==> src/rtl/det_pkg.sv <==
// det_pkg: shared constants, loader FSM states and matrix RAM addressing for the determinant engine
package det_pkg;

    localparam int MAX_DIM   = 32;
    localparam int BURST_LEN = 4;
    localparam int RAM_AW    = 10;

    typedef enum logic [1:0] {IDLE, REQ, DRAIN, FIN} state_t;

    function automatic logic [RAM_AW-1:0] rowcol2addr(input logic [4:0] row, input logic [4:0] col);
        return RAM_AW'(row) * RAM_AW'(MAX_DIM) + RAM_AW'(col);
    endfunction

endpackage

==> src/rtl/matrix_loader_wr.sv <==
// matrix_loader_wr: response-side row/col tracking and registered RAM write port
module matrix_loader_wr
    import det_pkg::*;
(
    input  logic              clk,
    input  logic              reset,
    input  logic              clr,
    input  logic              en,
    input  logic [5:0]        n,
    input  logic [10:0]       total,
    input  logic              rdv,
    input  logic [31:0]       rdata,
    output logic [RAM_AW-1:0] ram_addr,
    output logic [31:0]       ram_data,
    output logic              ram_we,
    output logic              last
);

    logic [4:0]        row_q, row_d, col_q, col_d;
    logic [10:0]       cnt_q, cnt_d;
    logic [RAM_AW-1:0] ram_addr_q, ram_addr_d;
    logic [31:0]       ram_data_q, ram_data_d;
    logic              ram_we_q, ram_we_d;
    logic              acc, wrap;

    always_comb begin
        acc        = en && rdv;
        wrap       = {1'b0, col_q} == n - 6'd1;
        row_d      = row_q;
        col_d      = col_q;
        cnt_d      = cnt_q;
        ram_addr_d = ram_addr_q;
        ram_data_d = ram_data_q;
        ram_we_d   = acc;
        if (clr) begin
            row_d = '0;
            col_d = '0;
            cnt_d = '0;
        end else if (acc) begin
            ram_addr_d = rowcol2addr(row_q, col_q);
            ram_data_d = rdata;
            col_d      = wrap ? 5'd0 : col_q + 5'd1;
            row_d      = wrap ? row_q + 5'd1 : row_q;
            cnt_d      = cnt_q + 11'd1;
        end
        // looks ahead one beat so done can follow the final RAM write directly
        last = cnt_d == total;
    end

    always_ff @(posedge clk) begin
        if (!reset) begin
            row_q      <= '0;
            col_q      <= '0;
            cnt_q      <= '0;
            ram_addr_q <= '0;
            ram_data_q <= '0;
            ram_we_q   <= 1'b0;
        end else begin
            row_q      <= row_d;
            col_q      <= col_d;
            cnt_q      <= cnt_d;
            ram_addr_q <= ram_addr_d;
            ram_data_q <= ram_data_d;
            ram_we_q   <= ram_we_d;
        end
    end

    assign ram_addr = ram_addr_q;
    assign ram_data = ram_data_q;
    assign ram_we   = ram_we_q;

endmodule

==> src/rtl/matrix_loader.sv <==
// matrix_loader: Avalon-MM burst reader copying an NxN matrix into the 32x32 matrix RAM
module matrix_loader
    import det_pkg::*;
(
    input  logic        clk,
    input  logic        reset,
    input  logic        start,
    input  logic [31:0] base_addr,
    input  logic [5:0]  dim,
    output logic        busy,
    output logic        done,
    output logic [29:0] address,
    output logic        read,
    output logic [2:0]  burstcount,
    input  logic        waitrequest,
    input  logic [31:0] readdata,
    input  logic        readdatavalid,
    output logic [9:0]  ram_addr,
    output logic [31:0] ram_data,
    output logic        ram_we
);

    state_t      state_q, state_d;
    logic [29:0] addr_q, addr_d;
    logic [10:0] left_q, left_d, total_q, total_d;
    logic [5:0]  n_q, n_d, n_in;
    logic        done_q, done_d;
    logic        wr_last;
    logic        unused_base;

    assign unused_base = ^{base_addr[31:30], base_addr[1:0]};

    always_comb begin
        n_in       = dim > 6'(MAX_DIM) ? 6'(MAX_DIM) : dim;
        read       = state_q == REQ;
        busy       = state_q != IDLE;
        burstcount = state_q != REQ ? 3'd1 : left_q < 11'(BURST_LEN) ? left_q[2:0] : 3'(BURST_LEN);
        state_d    = state_q;
        addr_d     = addr_q;
        left_d     = left_q;
        total_d    = total_q;
        n_d        = n_q;
        done_d     = state_q == FIN;
        case (state_q)
            IDLE: if (start) begin
                n_d     = n_in;
                total_d = 11'(n_in) * 11'(n_in);
                left_d  = total_d;
                addr_d  = {base_addr[29:2], 2'b00};
                state_d = n_in == 6'd0 ? FIN : REQ;
            end
            REQ: if (!waitrequest) begin
                addr_d  = addr_q + {25'd0, burstcount, 2'b00};
                left_d  = left_q - 11'(burstcount);
                state_d = left_d == 11'd0 ? DRAIN : REQ;
            end
            DRAIN: if (wr_last) state_d = FIN;
            default: state_d = IDLE;
        endcase
    end

    always_ff @(posedge clk) begin
        if (!reset) begin
            state_q <= IDLE;
            addr_q  <= '0;
            left_q  <= '0;
            total_q <= '0;
            n_q     <= '0;
            done_q  <= 1'b0;
        end else begin
            state_q <= state_d;
            addr_q  <= addr_d;
            left_q  <= left_d;
            total_q <= total_d;
            n_q     <= n_d;
            done_q  <= done_d;
        end
    end

    assign address = addr_q;
    assign done    = done_q;

    matrix_loader_wr u_wr (
        .clk      (clk),
        .reset    (reset),
        .clr      (state_q == IDLE && start),
        .en       (state_q == REQ || state_q == DRAIN),
        .n        (n_q),
        .total    (total_q),
        .rdv      (readdatavalid),
        .rdata    (readdata),
        .ram_addr (ram_addr),
        .ram_data (ram_data),
        .ram_we   (ram_we),
        .last     (wr_last)
    );

endmodule

==> config.mk <==
export PLATFORM = sky130hd
export DESIGN_NAME = matrix_loader
export DESIGN_NICKNAME = d
export VERILOG_FILES = /design/src/rtl/det_pkg.sv /design/src/rtl/matrix_loader_wr.sv /design/src/rtl/matrix_loader.sv
export SDC_FILE = /design/constraint.sdc
export NUM_CORES = 1
export LEC_CHECK = 0
export ABC_AREA = 1
export CORE_MARGIN = 10
export CORE_UTILIZATION = 56
export DETAILED_ROUTE_END_ITERATION = 8
export PLACE_DENSITY_LB_ADDON = 0.12
export SETUP_SLACK_MARGIN = 0.15
export SYNTH_ARGS = -nofsm -noshare
export SYNTH_HDL_FRONTEND = slang
export SYNTH_HIERARCHICAL = 1
export SYNTH_SLANG_ARGS = --single-unit
==> constraint.sdc <==
create_clock -name clk -period 8.22 [get_ports clk]
set_input_delay 2.466 -clock clk [delete_from_list [all_inputs] [get_ports clk]]
set_output_delay 2.466 -clock clk [all_outputs]
set_load 0.02 [all_outputs]
Word level (Yosys, flattened, before mapping) --
Cells that the tools add are included.
Storage, ports and cells: register bits 125, bits of input ports 75, output and inout bits 79, logic and storage cells 65
Operators by class: $add $sub $neg 7, multipliers 1, magnitude comparators 2, equal/unequal tests 9, muxes and demuxes 18, bitwise logic cells 2, reduce and logical (&&, ||, !) cells 14
Operators by type and width (number):
- $mux W30 | 2
- $pmux W30 S2 | 1
- $mux W11 | 4
- $add A30 B5 Y30 | 1
- $pmux W11 S2 | 1
- $add A11 B1 Y11 const B | 1
- $eq A11 B11 Y1 | 1
- $logic_not A11 Y1 | 1
- $lt A11 B3 Y1 const B | 1
- $mul A6 B6 Y11 | 1
- $sub A11 B3 Y11 | 1
- $add A10 B5 Y10 | 1
- $add A5 B1 Y5 const B | 2
- $mux W2 | 5
- $eq A5 B6 Y1 | 1
- $gt A6 B6 Y1 const B | 1
- $logic_not A6 Y1 | 1
- $mux W3 | 2
- $mux W6 | 1
- $pmux W2 S3 | 1
- $reduce_and A2 Y1 | 3
- $reduce_and A3 Y1 | 2
- $sub A6 B1 Y6 const B | 1
- $mux W5 | 1
- 10 further kinds | 16

Logic depth before layout (Yosys ltp) --
depth after elaboration 8, mapped depth 23, mapped depth without buffers 23

Modules after synthesis --
The synthesis kept the hierarchy.
By module, submodules not included:
- matrix_loader | instances 1, cells each 611, area an instance 4137.7 um^2, seq. area each 1141.1 um^2
- matrix_loader_wr | instances 1, cells each 419, area an instance 2999.1 um^2, seq. area each 1281.2 um^2

Worst setup path before layout --
No wires, ideal clock.
path type input port to flip-flop, from input port dim[5], to register left_q[10], setup time 110 ps, arrival time 5965 ps, data required time 8110 ps, slack 2145 ps, stages on the path 23, buffers on the path 1, cell sequence clkbuf_1 -> inv_1 -> nand2_1 -> inv_1 -> nand2_1 -> fa_1 -> fa_1 -> fa_1 -> inv_1 -> ha_1 -> nand3_1 -> nand2_1 -> nand2_1 -> nand2_1 -> a21oi_1 -> nor2_1 -> o21ai_0 -> nand2_1 -> xor2_1 -> nand2_1 -> o211ai_1 -> nand2_1 -> inv_1
On the way: word-level cells in the longest chain between the ends 5
RTL lines:
- from (decl) | RTL line matrix_loader.sv:9 | input logic [5:0] dim,
- $gt A6 B6 Y1 | RTL line matrix_loader.sv:34 | n_in = dim > 6'(MAX_DIM) ? 6'(MAX_DIM) : dim;
- $mux W6 (*) | RTL line matrix_loader.sv:34
- $mul A6 B6 Y11 (*) | RTL line matrix_loader.sv:47 | total_d = 11'(n_in) * 11'(n_in);
- $mux W11 (*) | RTL line matrix_loader.sv:45 | IDLE: if (start) begin
- $pmux W11 S2 (*) | RTL line matrix_loader.sv:44 | case (state_q)
- to (signal assigned) | RTL line matrix_loader.sv:73 | left_q <= left_d;
- to (decl) | RTL line matrix_loader.sv:25 | logic [10:0] left_q, left_d, total_q, total_d;
Mark *: on every way between the ends. The rest lies on a longest branch, timed or not. The select of a mux whose other input is x is not followed. A chain may end at the register's enable or synchronous reset.

Worst setup path after layout --
from input port dim[5], to register left_q[9]
Same word-level chain as after synthesis.

==> results_dict.tcl <==
set metrics [dict create \
    start_kind "primary input" \
    initial_core_util_pct 56.8 \
    n_antenna_cell 0 \
    synth_top_family_by_area "simple AND/OR/NAND/NOR gates" \
    ys_warn_count 6 \
    worst_slack_ns 1.74 \
    worst-path-buf-inv 5 \
    irDropWorstVdd_mv 0.179 \
    design_area_um2 9330 \
    finClkSkew_ns 0.00922 \
    clk_pin_slew_ns 0.05 \
    worstHoldStart "address[2]" \
    cp-startpoint "dim[5]" \
    cp-end-kind "flip-flop" \
    die-height_um 133 \
    ant_nets 0 \
    nets 1278 \
    grt_pass1_vias 6704 \
    htree_levels 4 \
    yosysUniqueCellTypes 47 \
    gp_congestion 0.921 \
    totalPowerFinal_uw 2080 \
    cp.required_ns 8.50 \
    cts_tree "yes" \
    ys_ff_latch 121 \
    critPathKind "in -> reg" \
    synth_compound_area_share_pct 13.5 \
    dp_hpwl_um 14300 \
    io_buffers 147 \
    antenna_found_initial 0 \
    r2r-start "state_q[1]" \
    synthMuxAreaShare_pct 0 \
    yosysSeqAreaShare_pct 33.9 \
    wire_per_inst_um 14.6 \
    p_int_uw 1380 \
    cp_data_arrival_time_ns 6.76 \
    setup_tns_ns 0 \
    path_max_fanout 7 \
    path_cells "clkdlybuf4s50_1, inv_1, nand2_1, inv_1, nand2_1, fa_1, fa_1, fa_1, inv_1, ha_1, inv_1, o21ai_0, a31oi_1, nor2_1, nor2_1, nor2_1, nor2_1, xor2_1, o22ai_1, nor2_1, nor2_1" \
    grt_overflow 0 \
    met3_usage_pct 7.04 \
    timing_max_transition_violations_final 0 \
    p_sw_share_pct 33.6 \
    pwr_density_cell_nw_per_um2 223 \
    synth_cells 1030 \
    power_leakage_uw 0.00390 \
    max_slew_margin_pct 17.7 \
    clockBufferDepth 2 \
    cpPeakStageDelay_ns 0.61 \
    dr.pass1.iters 6 \
    num_vias 7031 \
    slowest_stage "clkdlybuf4s50_1" \
    r2r_end "address[26]" \
    io_pins 154 \
    cts_buffers 17 \
    synth_xor_area_share_pct 3.65 \
    vias_per_cell 5.19 \
    final_util_pct 74.2 \
    r2r_slack_ns 4.27 \
    dpl_worst_slack_ns 1.42 \
    die_w_um 133 \
    p_comb_share_pct 29.8 \
    cts_resized 0 \
    routed_wl_um 19800 \
    areaGrowthSynthToFinish_pct 30.8 \
    period_share_pct 78.8 \
    hold_buffers 0 \
    hold_class "reg -> reg" \
    finalSetupViolCount 0 \
    seqPwrFrac_pct 33.5 \
    max_freq_mhz 154 \
    cts_num_sinks 121 \
    grt_usage_pct 22.2 \
    crit_top_cell "nor2_1" \
    cap_violations 0 \
    syn_avg_cell_area_um2 6.93 \
    p_switching_uw 698 \
    core_um2 12600 \
    die-area_um2 17700 \
    synth-simple-area-share_pct 33.1 \
    drc_errors 0 \
    p_clk_share_pct 36.8 \
    cp_top_family "adder cells" \
    hold_violations 0 \
    synthAdderAreaFrac_pct 6.84 \
    max_slew.worst_pin.slew_ns 1.23 \
    mostFrequentLayoutCells "nor2_1 (190), nand2_1 (176), clkdlybuf4s50_1 (147), dfxtp_1 (121), inv_1 (114)" \
    met1_usage_pct 27.0 \
    status "completed" \
    root_buffer "clkbuf_16" \
    whs_endpoint "address[2]" \
    min_period_ns 6.48 \
    post_cts_buffers 0 \
    drtIter0Drc 527 \
    final_common_cell "nor2_1" \
    hold_path_depth 2 \
    grt_max_degree 54 \
    layout-drive-gt1-share_pct 8.11 \
    grt_busiest_layer "met2" \
    placed_area_um2 8720 \
    grt_setup_unrepaired "no" \
    clock_latency_ns 0.42 \
    use_met2_pct 36.7 \
    syn_area_um2 7140 \
    reg2reg_depth 16 \
    grt_pass1_wl_um 32600 \
    num_rows 41 \
]
[cell usage after synthesis (all sizes together)]
| cell | count | area share (%) |
|---|---|---|
| o221ai | 5 | 0.61 |
| nand2 | 189 | 11 |
| a211oi | 2 | 0.21 |
| a31oi | 4 | 0.35 |
| o22ai | 1 | 0.088 |
| a21oi | 55 | 4.0 |
| dfxtp | 121 | 34 |
| nand3b | 3 | 0.32 |
| inv | 123 | 6.5 |
| o21ai | 71 | 5.0 |
| xnor2 | 11 | 1.5 |
| ha | 23 | 4.0 |
| nor3 | 16 | 1.6 |
| o31ai | 1 | 0.11 |
| xor2 | 17 | 2.2 |
| or2 | 6 | 0.53 |
| a22oi | 16 | 1.7 |
| clkinv | 1 | 0.053 |
| nor2 | 206 | 12 |
| a32oi | 1 | 0.12 |
| o21bai | 2 | 0.26 |
| conb | 2 | 0.11 |
| fa | 10 | 2.8 |
| a221oi | 2 | 0.25 |
| o211ai | 8 | 0.84 |
| nand3 | 62 | 4.9 |
| clkbuf | 27 | 1.4 |
| buf | 11 | 0.88 |
| nor4 | 4 | 0.35 |
| nand4 | 30 | 2.8 |
[power by group through the flow]
stage | Clock, µW | Combinational [µW] | Sequential [µW]
3_3_place_gp | 0 | 603 | 705
6_report | 764 | 618 | 696
3_5_place_dp | 0 | 612 | 706
5_1_grt | 803 | 685 | 704
4_1_cts | 772 | 619 | 695
2_1_floorplan | 0 | 373 | 740
[how the worst max path moves through the flow]
stage                       to  cells after the start
global route         left_q[9]                     21
global placement    left_q[10]                     23
detailed placement  left_q[10]                     23
finish               left_q[9]                     21
CTS                  left_q[9]                     21
floorplan           left_q[10]                     23
[sequential cells by signal, summed over array words and instances, names as in the netlist]
name	flops
u_wr/ram_data	32
left_q	11
u_wr/row_q	5
u_wr/cnt_q	11
u_wr/col_q	5
u_wr/ram_addr	10
address	28
done	1
total_q	10
state_q	2
u_wr/ram_we	1
n_q	5
[logic make-up after synthesis]
family          after synthesis
simple gates                516
buf+inv                     162
flops                       121
compound gates              168
fa+ha+maj                    33
other cells                   2
xor+xnor                     28
[metal layers]
layer	part of all wire, %	vias up
li1	-	3629
met1	45	3176
met4	0.88	0
met2	48	208
met5	0	-
met3	6.6	18
[tightest hold or removal path: cells and delay by family, from the launching register on]
| kind | cells | cell delay (ns) |
|---|---|---|
| compound gates | 1 | 0.05 |
| buf+inv | 1 | 0.05 |
| flops | 1 | 0.32 |
[cell type report]
| cell class | count | area (µm²) |
|---|---|---|
| inverters | 124 | 465 |
| clock buffers | 22 | 464 |
| multi-input cells | 754 | 4110 |
| repair buffers | 152 | 1510 |
| fillers | 999 | 3240 |
| well taps | 172 | 215 |
| flip-flops and latches | 121 | 2420 |
| clock inverters | 10 | 144 |
[through the flow]
stage	std cells	hold slack, ns
3_5_place_dp	1323	0.467
6_report	1355	0.472
2_1_floorplan	1037	0.458
3_3_place_gp	1323	0.459
4_1_cts	1355	0.476
5_1_grt	1355	0.499
(Power assumes the default switching activity.)
